--- src/rtl/seg7_pkg.sv ---
`default_nettype none
// ============================================================================
// Module      : seg7_pkg
// Description : Shared glyph codes and A..G segment patterns (active-high).
// Revision    : 1.0 - initial release
// ============================================================================
package seg7_pkg;

    localparam int         CODE_W      = 5;
    localparam logic [4:0] GLYPH_BLANK = 5'h10;
    localparam logic [4:0] GLYPH_MINUS = 5'h11;

    // Bit order: [6]=A ... [0]=G
    localparam logic [6:0] SEG_0     = 7'b1111110;
    localparam logic [6:0] SEG_1     = 7'b0110000;
    localparam logic [6:0] SEG_2     = 7'b1101101;
    localparam logic [6:0] SEG_3     = 7'b1111001;
    localparam logic [6:0] SEG_4     = 7'b0110011;
    localparam logic [6:0] SEG_5     = 7'b1011011;
    localparam logic [6:0] SEG_6     = 7'b1011111;
    localparam logic [6:0] SEG_7     = 7'b1110000;
    localparam logic [6:0] SEG_8     = 7'b1111111;
    localparam logic [6:0] SEG_9     = 7'b1111011;
    localparam logic [6:0] SEG_A     = 7'b1110111;
    localparam logic [6:0] SEG_B     = 7'b0011111;
    localparam logic [6:0] SEG_C     = 7'b1001110;
    localparam logic [6:0] SEG_D     = 7'b0111101;
    localparam logic [6:0] SEG_E     = 7'b1001111;
    localparam logic [6:0] SEG_F     = 7'b1000111;
    localparam logic [6:0] SEG_MINUS = 7'b0000001;
    localparam logic [6:0] SEG_BLANK = 7'b0000000;

endpackage
`default_nettype wire

--- src/rtl/seg7_glyph_rom.sv ---
`default_nettype none
// ============================================================================
// Module      : seg7_glyph_rom
// Description : Combinational 5-bit glyph code to active-high A..G pattern.
// Revision    : 1.0 - initial release
// ============================================================================
module seg7_glyph_rom
    import seg7_pkg::*;
(
    input  logic [CODE_W-1:0] i_code,
    output logic [6:0]        o_pattern
);

    always_comb begin
        o_pattern = SEG_BLANK;
        if (!i_code[4]) begin
            case (i_code[3:0])
                4'h0:    o_pattern = SEG_0;
                4'h1:    o_pattern = SEG_1;
                4'h2:    o_pattern = SEG_2;
                4'h3:    o_pattern = SEG_3;
                4'h4:    o_pattern = SEG_4;
                4'h5:    o_pattern = SEG_5;
                4'h6:    o_pattern = SEG_6;
                4'h7:    o_pattern = SEG_7;
                4'h8:    o_pattern = SEG_8;
                4'h9:    o_pattern = SEG_9;
                4'hA:    o_pattern = SEG_A;
                4'hB:    o_pattern = SEG_B;
                4'hC:    o_pattern = SEG_C;
                4'hD:    o_pattern = SEG_D;
                4'hE:    o_pattern = SEG_E;
                default: o_pattern = SEG_F;
            endcase
        end else if (i_code == GLYPH_MINUS) begin
            o_pattern = SEG_MINUS;
        end
    end

endmodule
`default_nettype wire

--- src/rtl/seg7_scan_driver.sv ---
`default_nettype none
// ============================================================================
// Module      : seg7_scan_driver
// Description : Time-multiplexed N-digit seven-segment driver with frame-
//               synchronous double buffering. Define SEG7_LZB_EN for
//               leading-zero blanking.
// Revision    : 1.0 - initial release
// ============================================================================
module seg7_scan_driver
    import seg7_pkg::*;
#(
    parameter int N_DIGITS       = 4,
    parameter int PRESCALE       = 50000,
    parameter int BLANK_CYC      = 2,
    parameter int SEG_ACTIVE_LOW = 0,
    parameter int AN_ACTIVE_LOW  = 1
) (
    input  logic                       clk,
    input  logic                       rst,
    input  logic                       load,
    input  logic [CODE_W*N_DIGITS-1:0] data_in,
    input  logic [N_DIGITS-1:0]        dots_in,
    output logic [6:0]                 seg,
    output logic                       dp,
    output logic [N_DIGITS-1:0]        an,
    output logic                       frame_done
);

    localparam int                  c_cnt_w    = $clog2(PRESCALE);
    localparam int                  c_idx_w    = $clog2(N_DIGITS);
    localparam logic [c_cnt_w-1:0]  c_cnt_last = c_cnt_w'(PRESCALE - 1);
    localparam logic [c_cnt_w-1:0]  c_blank    = c_cnt_w'(BLANK_CYC);
    localparam logic [c_idx_w-1:0]  c_idx_last = c_idx_w'(N_DIGITS - 1);
    localparam logic [6:0]          c_seg_inv  = {7{SEG_ACTIVE_LOW != 0}};
    localparam logic                c_dp_inv   = (SEG_ACTIVE_LOW != 0);
    localparam logic [N_DIGITS-1:0] c_an_inv   = {N_DIGITS{AN_ACTIVE_LOW != 0}};

    logic [c_cnt_w-1:0]                    r_cnt;
    logic [c_idx_w-1:0]                    r_idx;
    logic [N_DIGITS-1:0][CODE_W-1:0]       r_pend;
    logic [N_DIGITS-1:0]                   r_pend_dots;
    logic                                  r_pend_valid;
    logic [N_DIGITS-1:0][CODE_W-1:0]       r_disp;
    logic [N_DIGITS-1:0]                   r_disp_dots;
    logic [6:0]                            r_seg;
    logic                                  r_dp;
    logic [N_DIGITS-1:0]                   r_an;
    logic                                  r_frame_done;

    logic                                  w_slot_end;
    logic                                  w_wrap;
    logic                                  w_commit;
    logic [N_DIGITS-1:0]                   w_lzb_mask;
    logic [CODE_W-1:0]                     w_code;
    logic [6:0]                            w_pattern;
    logic [N_DIGITS-1:0]                   w_an_onehot;

    assign w_slot_end = (r_cnt == c_cnt_last);
    assign w_wrap     = w_slot_end && (r_idx == c_idx_last);
    assign w_commit   = w_wrap && r_pend_valid;

`ifdef SEG7_LZB_EN
    logic w_lead;

    // A digit is blanked while it and every more-significant digit is 0x00.
    always_comb begin
        w_lead     = 1'b1;
        w_lzb_mask = '0;
        for (int i = N_DIGITS - 1; i > 0; i--) begin
            w_lead        = w_lead && (r_disp[i] == '0);
            w_lzb_mask[i] = w_lead;
        end
    end
`else
    assign w_lzb_mask = '0;
`endif

    assign w_code      = w_lzb_mask[r_idx] ? GLYPH_BLANK : r_disp[r_idx];
    assign w_an_onehot = (r_cnt < c_blank) ? '0 : (N_DIGITS'(1) << r_idx);

    seg7_glyph_rom u_glyph_rom (
        .i_code    (w_code),
        .o_pattern (w_pattern)
    );

    always_ff @(posedge clk) begin
        if (rst) begin
            r_cnt        <= '0;
            r_idx        <= '0;
            r_pend       <= '0;
            r_pend_dots  <= '0;
            r_pend_valid <= 1'b0;
            r_disp       <= {N_DIGITS{GLYPH_BLANK}};
            r_disp_dots  <= '0;
            r_seg        <= c_seg_inv;
            r_dp         <= c_dp_inv;
            r_an         <= c_an_inv;
            r_frame_done <= 1'b0;
        end else begin
            r_cnt <= w_slot_end ? '0 : r_cnt + c_cnt_w'(1);
            if (w_slot_end) begin
                r_idx <= w_wrap ? '0 : r_idx + c_idx_w'(1);
            end

            // Commit consumes the old pending copy; a coincident load re-arms it.
            if (w_commit) begin
                r_disp       <= r_pend;
                r_disp_dots  <= r_pend_dots;
                r_pend_valid <= 1'b0;
            end
            if (load) begin
                r_pend       <= data_in;
                r_pend_dots  <= dots_in;
                r_pend_valid <= 1'b1;
            end

            r_seg        <= w_pattern ^ c_seg_inv;
            r_dp         <= r_disp_dots[r_idx] ^ c_dp_inv;
            r_an         <= w_an_onehot ^ c_an_inv;
            r_frame_done <= w_commit;
        end
    end

    assign seg        = r_seg;
    assign dp         = r_dp;
    assign an         = r_an;
    assign frame_done = r_frame_done;

endmodule
`default_nettype wire

--- config.mk ---
export PLATFORM = sky130hd
export DESIGN_NAME = seg7_scan_driver
export DESIGN_NICKNAME = d
export VERILOG_FILES = /design/src/rtl/seg7_pkg.sv /design/src/rtl/seg7_glyph_rom.sv /design/src/rtl/seg7_scan_driver.sv
export SDC_FILE = /design/constraint.sdc
export NUM_CORES = 1
export LEC_CHECK = 0
export CELL_PAD_IN_SITES_DETAIL_PLACEMENT = 0
export CELL_PAD_IN_SITES_GLOBAL_PLACEMENT = 1
export CORE_MARGIN = 1.5
export CORE_UTILIZATION = 35
export DETAILED_ROUTE_END_ITERATION = 8
export PLACE_DENSITY = 0.76
export SLEW_MARGIN = 30
export SYNTH_ARGS = -nofsm -noshare
export SYNTH_HDL_FRONTEND = slang
export SYNTH_SLANG_ARGS = --single-unit
--- constraint.sdc ---
create_clock -name clk -period 3.87 [get_ports clk]
set_input_delay 0.387 -clock clk [delete_from_list [all_inputs] [get_ports clk]]
set_output_delay 0.387 -clock clk [all_outputs]
set_load 0.05 [all_outputs]
Word-level counts from Yosys, hierarchy flattened
Memory sizes are Yosys's and may differ from the RTL's.
Index checks and enable logic that the tools add are counted.
{"block": "word_totals", "ramBits": 0, "register_bits": 80, "out_inout_bits": 13, "mem_bits_ro": 112, "memories": 1, "latch_bits": 0}
{"block": "classes", "n_div": 0, "addsub": 2, "mux": 13, "eq_ne": 3, "reduce_logical": 4, "n_bitwise": 1, "multipliers": 0, "shift": 1, "order_cmp": 2}
{"name": "(name not given)", "words": 16, "word_bits": 7, "rd": 1, "rd_ports_with_merged_regs": 0, "write_ports": 0, "line_no": "seg7_glyph_rom.sv:17", "text": "case (i_code[3:0])"}
{"op": "16-bit by 1-bit adder with 16-bit output (second input constant)", "n": 1}
{"op": "16-bit == test (second input constant)", "n": 1}
{"op": "16-bit by 2-bit < comparator with 1-bit output (second input constant)", "n": 1}
{"op": "5-bit binary-select mux with 2-bit select", "n": 1}
{"op": "5-bit two-way mux", "n": 2}
{"op": "7-bit two-way mux", "n": 1}
{"op": "5-bit == test (second input constant)", "n": 1}
{"op": "1-bit two-way mux", "n": 5}
{"op": "1-bit binary-select mux with 2-bit select", "n": 2}
{"op": "4-bit two-way mux", "n": 1}
{"op": "4-bit inverter", "n": 1}
{"op": "1-bit by 2-bit left shift with 4-bit output (first input constant)", "n": 1}
{"op": "2-bit by 3-bit < comparator with 1-bit output (second input constant)", "n": 1}
{"op": "2-bit by 1-bit adder with 2-bit output (second input constant)", "n": 1}
{"op": "2-bit == test (second input constant)", "n": 1}
{"op": "1-bit logical AND", "n": 2}
{"op": "2-bit two-way mux", "n": 1}
{"op": "2-bit nonzero test", "n": 1}
{"op": "2-bit OR reduction", "n": 1}

Depth between registers and ports, before layout
{"block": "depth", "depth_word": 6, "mapped_depth": 7, "depth_no_buf": 6}

Cells and area by module
From an unflattened synthesis, not the netlist that was laid out.
{"block": "unflattened", "hier_cells": 364, "area_unflattened_um2": 3582.2}
{"module": "seg7_scan_driver", "cells_each": 322, "area_each_um2": 3294.4, "instances": 1, "seq_area_each_um2": 1601.5}
{"module": "seg7_glyph_rom", "cells_each": 42, "area_each_um2": 287.8, "instances": 1, "seq_area_each_um2": 0.0}

Worst setup path before layout
No wires, ideal clock.
{"block": "synth_timing", "path_kind": "reg-to-reg", "from": "register r_idx[1]", "to": "register r_seg[5], in the netlist seg[5]", "arrival_ps": 1825, "required_ps": 3775, "stages_incl_launch_ff": 8, "n_path_buf": 1, "synth_period_minus_slack_ps": 1920, "setup_time_ps": 95, "path_slack_ps": 1950, "path_cell_list": "dfxtp_1 > buf_2 > mux4_2 > inv_1 > ha_1 > nor2_1 > a21oi_1 > a221oi_1"}
{"block": "synth_via", "elab_chain_cells": 5, "elab_cells_between_ends": 7}
{"element": "start: declaration", "line_no": "seg7_scan_driver.sv:39", "text": "logic [c_idx_w-1:0] r_idx;"}
{"element": "start signal: assignment", "line_no": "seg7_scan_driver.sv:102", "text": "r_idx <= w_wrap ? '0 : r_idx + c_idx_w'(1);"}
{"element": "5-bit binary-select mux with 2-bit select or 1-bit binary-select mux with 2-bit select (tied branches)", "line_no": "seg7_scan_driver.sv:78", "text": "assign w_code = w_lzb_mask[r_idx] ? GLYPH_BLANK : r_disp[r_idx];"}
{"element": "5-bit two-way mux (implied by the code) or 1-bit two-way mux (tied branches)", "line_no": "seg7_scan_driver.sv:78"}
{"element": "5-bit two-way mux *", "line_no": "seg7_scan_driver.sv:78"}
{"element": "memory read 16 x 7 bit"}
{"element": "7-bit two-way mux *", "line_no": "seg7_glyph_rom.sv:16", "text": "if (!i_code[4]) begin"}
{"element": "end signal: assignment", "line_no": "seg7_scan_driver.sv:95", "text": "r_seg <= c_seg_inv;"}
{"element": "end signal: assignment", "line_no": "seg7_scan_driver.sv:117", "text": "r_seg <= w_pattern ^ c_seg_inv;"}
{"element": "end: declaration", "line_no": "seg7_scan_driver.sv:45", "text": "logic [6:0] r_seg;"}
Mark *: on every way between the ends. The rest lies on a longest branch, timed or not. The select of a mux whose other input is x is not followed.
A chain may end at the register's enable or synchronous reset.

Final worst setup path
{"block": "layout_timing", "from": "register r_idx[0]", "to": "register r_seg[5], in the netlist seg[5]"}
Same word-level chain as after synthesis.

==> results.cfg <==
[routing]
wl_um = 7770
ant_nets = 0
firstDrtPassIters = 4
routed_via_density = 5.14
drc = 0
via_count = 2744
wire_per_inst_um = 14.5
drt_iter0_drc = 110

[clocking]
post_cts_resized = 0
clock_path_buffers = 2
cts_tree = yes
cts_root_buf = clkbuf_8
holdBufCountCts = 0
htree_levels = 3
cts_sinks = 80
numCtsBuffers = 9
clkLatencyLatePin_ns = 0.35
post-cts-setup-buffer-count = 0
cts.clk_slew.worst_paths_ns = 0.08

[placed_design]
port_buffers = 39
placed_area_um2 = 3980
dpl.hpwl_um = 5120
place_congestion = 0.746

[global_routing]
grt_pass1_wl_um = 13000
grt_max_degree = 53
gr-total-overflow = 0
grt_pass1_vias = 2589
antenna_found_initial = 0
grt_use_total_pct = 14.9

[logic_synthesis]
synth_xor_area_share_pct = 2.96
synth_fa_ha_area_share_pct = 4.23
async_flop_share_pct = 0
yosysSeqAreaShare_pct = 45.2
synth_top_area_cell = dfxtp_1
syn-num-nets = 413
syn_area_um2 = 3550
ys_ff_latch = 80
synth_compound_area_share_pct = 12.5
muxShareOfSynthArea_pct = 11.3
synth_cells = 374
ys_top_cells_by_count = dfxtp_1, nor2_1, a21oi_1, nand4_1
synth_top_family_by_area = simple AND/OR/NAND/NOR gates
synth_cell_types = 42
synth_top_area_share_pct = 45.2
synth_enable_flop_cells = 0
yosys_warnings = 0
synth_flop_cell = dfxtp_1
syn_area_per_cell_um2 = 9.48
synth_most_common_cell = dfxtp_1
yosys.area_share.simple_pct = 18.7
synthTopCellsByArea = dfxtp_1, mux2i_1, o31ai_1, nand4_1, nor2_1

[hold_path]
hold_path_depth = 1
hold_class = reg -> reg

[final_layout]
synthToLayoutAreaGrowth_pct = 18.2
fillCellCount = 990
final_cell_area_um2 = 4190
drive_gt1_share_pct = 7.98
fin_nets = 435
n_antenna_cell = 0

[critical_path]
crit_cells = 6
critPathKind = reg -> reg
r2r_cells = 6
rrSetupSlack_ns = 1.64
critical_path.top_delay_family = flip-flops
cp_slowest_stage_delay_ns = 0.64
crit_chain = mux4_2 -> inv_1 -> ha_1 -> nor2_1 -> a21oi_1 -> a221oi_1
worstPathRequired_ns = 4.13
path_buf_inv = 1
cp_slowest_cell = dfxtp_1
crit_arrival_ns = 2.49
crit_fanout = 10
startpoint_type = register
cp-end-kind = register

[timing]
hold_viol = 0
maxSlewHeadroom_pct = 39.1
rsz0062_at_grt = false
post-route-min-period_ns = 2.23
period_share_pct = 57.5
fmax_ghz = 0.449
setup_viol = 0
drv_slew = 0
skew_ns = 0.0148
whs_ns = 0.463
tns_ns = 0
tightest_slew_ns = 0.913

[die]
die_x_um = 104
initial_core_util_pct = 36.1
core-area_um2 = 9820
rows = 36
die_y_um = 104
dieArea_um2 = 10700
ios = 40

[power_and_ir_drop]
irDropWorstVdd_mv = 0.130
power_density_nw_per_um2 = 371
p_leak_nw = 1.56
finalPower_mw = 1.55

[job]
maxCapViolCount = 0

[outcome]
status = finished clean
## sequential cells by signal, indices dropped and copies added, names as in the netlist
register / flops
an: 4
dp: 1
frame_done: 1
r_cnt: 16
r_disp: 20
r_disp_dots: 4
r_idx: 2
r_pend: 20
r_pend_dots: 4
r_pend_valid: 1
seg: 7
## layout make-up
class	instances	area, um2	share of cell area (%)
timing repair buffer	43	419	10.0
tap	133	166	3.97
multi-input combinational	252	1770	42.2
clock inverter	5	56.3	1.34
inverter	10	37.5	0.896
clock buffer	11	141	3.37
sequential	80	1600	38.2
## path summary, 6_finish.rpt
| check | end | from |
|---|---|---|
| max reg2reg | seg[5] | r_idx[0] |
| min | r_cnt[0] | r_cnt[0] |
| max | seg[5] | r_idx[0] |
| min reg2reg | r_cnt[0] | r_cnt[0] |
## metrics by stage
| stage | std cells | worst slack (ns) | utilization (%) |
|---|---|---|---|
| 6_report | 534 | 1.64 | 42.7 |
| 5_1_grt | 534 | 1.36 | 42.7 |
| 3_3_place_gp | 517 | 1.66 | 40.5 |
| 4_1_cts | 533 | 1.62 | 42.5 |
| 2_1_floorplan | 374 | 1.95 | - |
| 3_5_place_dp | 517 | 1.64 | 40.5 |
## cell families (layout without fill, tap and decap cells)
group / Yosys count / after routing
simple gates: 128 / 128
flops: 80 / 80
compound gates: 68 / 68
buf+inv: 42 / 69
mux: 32 / 32
fa+ha+maj: 12 / 12
xor+xnor: 12 / 12
## power breakdown
part           switching, mW  total, mW  internal (mW)
combinational         0.0387     0.0833         0.0446
clock                  0.300      0.615          0.315
sequential            0.0127      0.854          0.842
## routing by layer
metal	global-route usage [%]	wire, um	vias to the layer above
li1	-	-	1394
met1	19.8	3780	1295
met2	23.5	3590	43
met3	4.03	246	12
met4	5.26	153	0
met5	0	0	-
## cell usage in the layout (no fill, tap or decap), drive strengths merged, types with 4 or more instances in the layout
master	instances
dfxtp	80
nor2	43
clkdlybuf4s50	38
a21oi	29
nand4	29
o31ai	26
mux2i	26
nand2	17
nand3	13
ha	12
clkbuf	11
inv	9
xor2	9
mux4	6
o21ai	5
buf	5
nor4	4
and4	4
clkinv	4
Note: power is estimated with default switching activity, not from simulation.
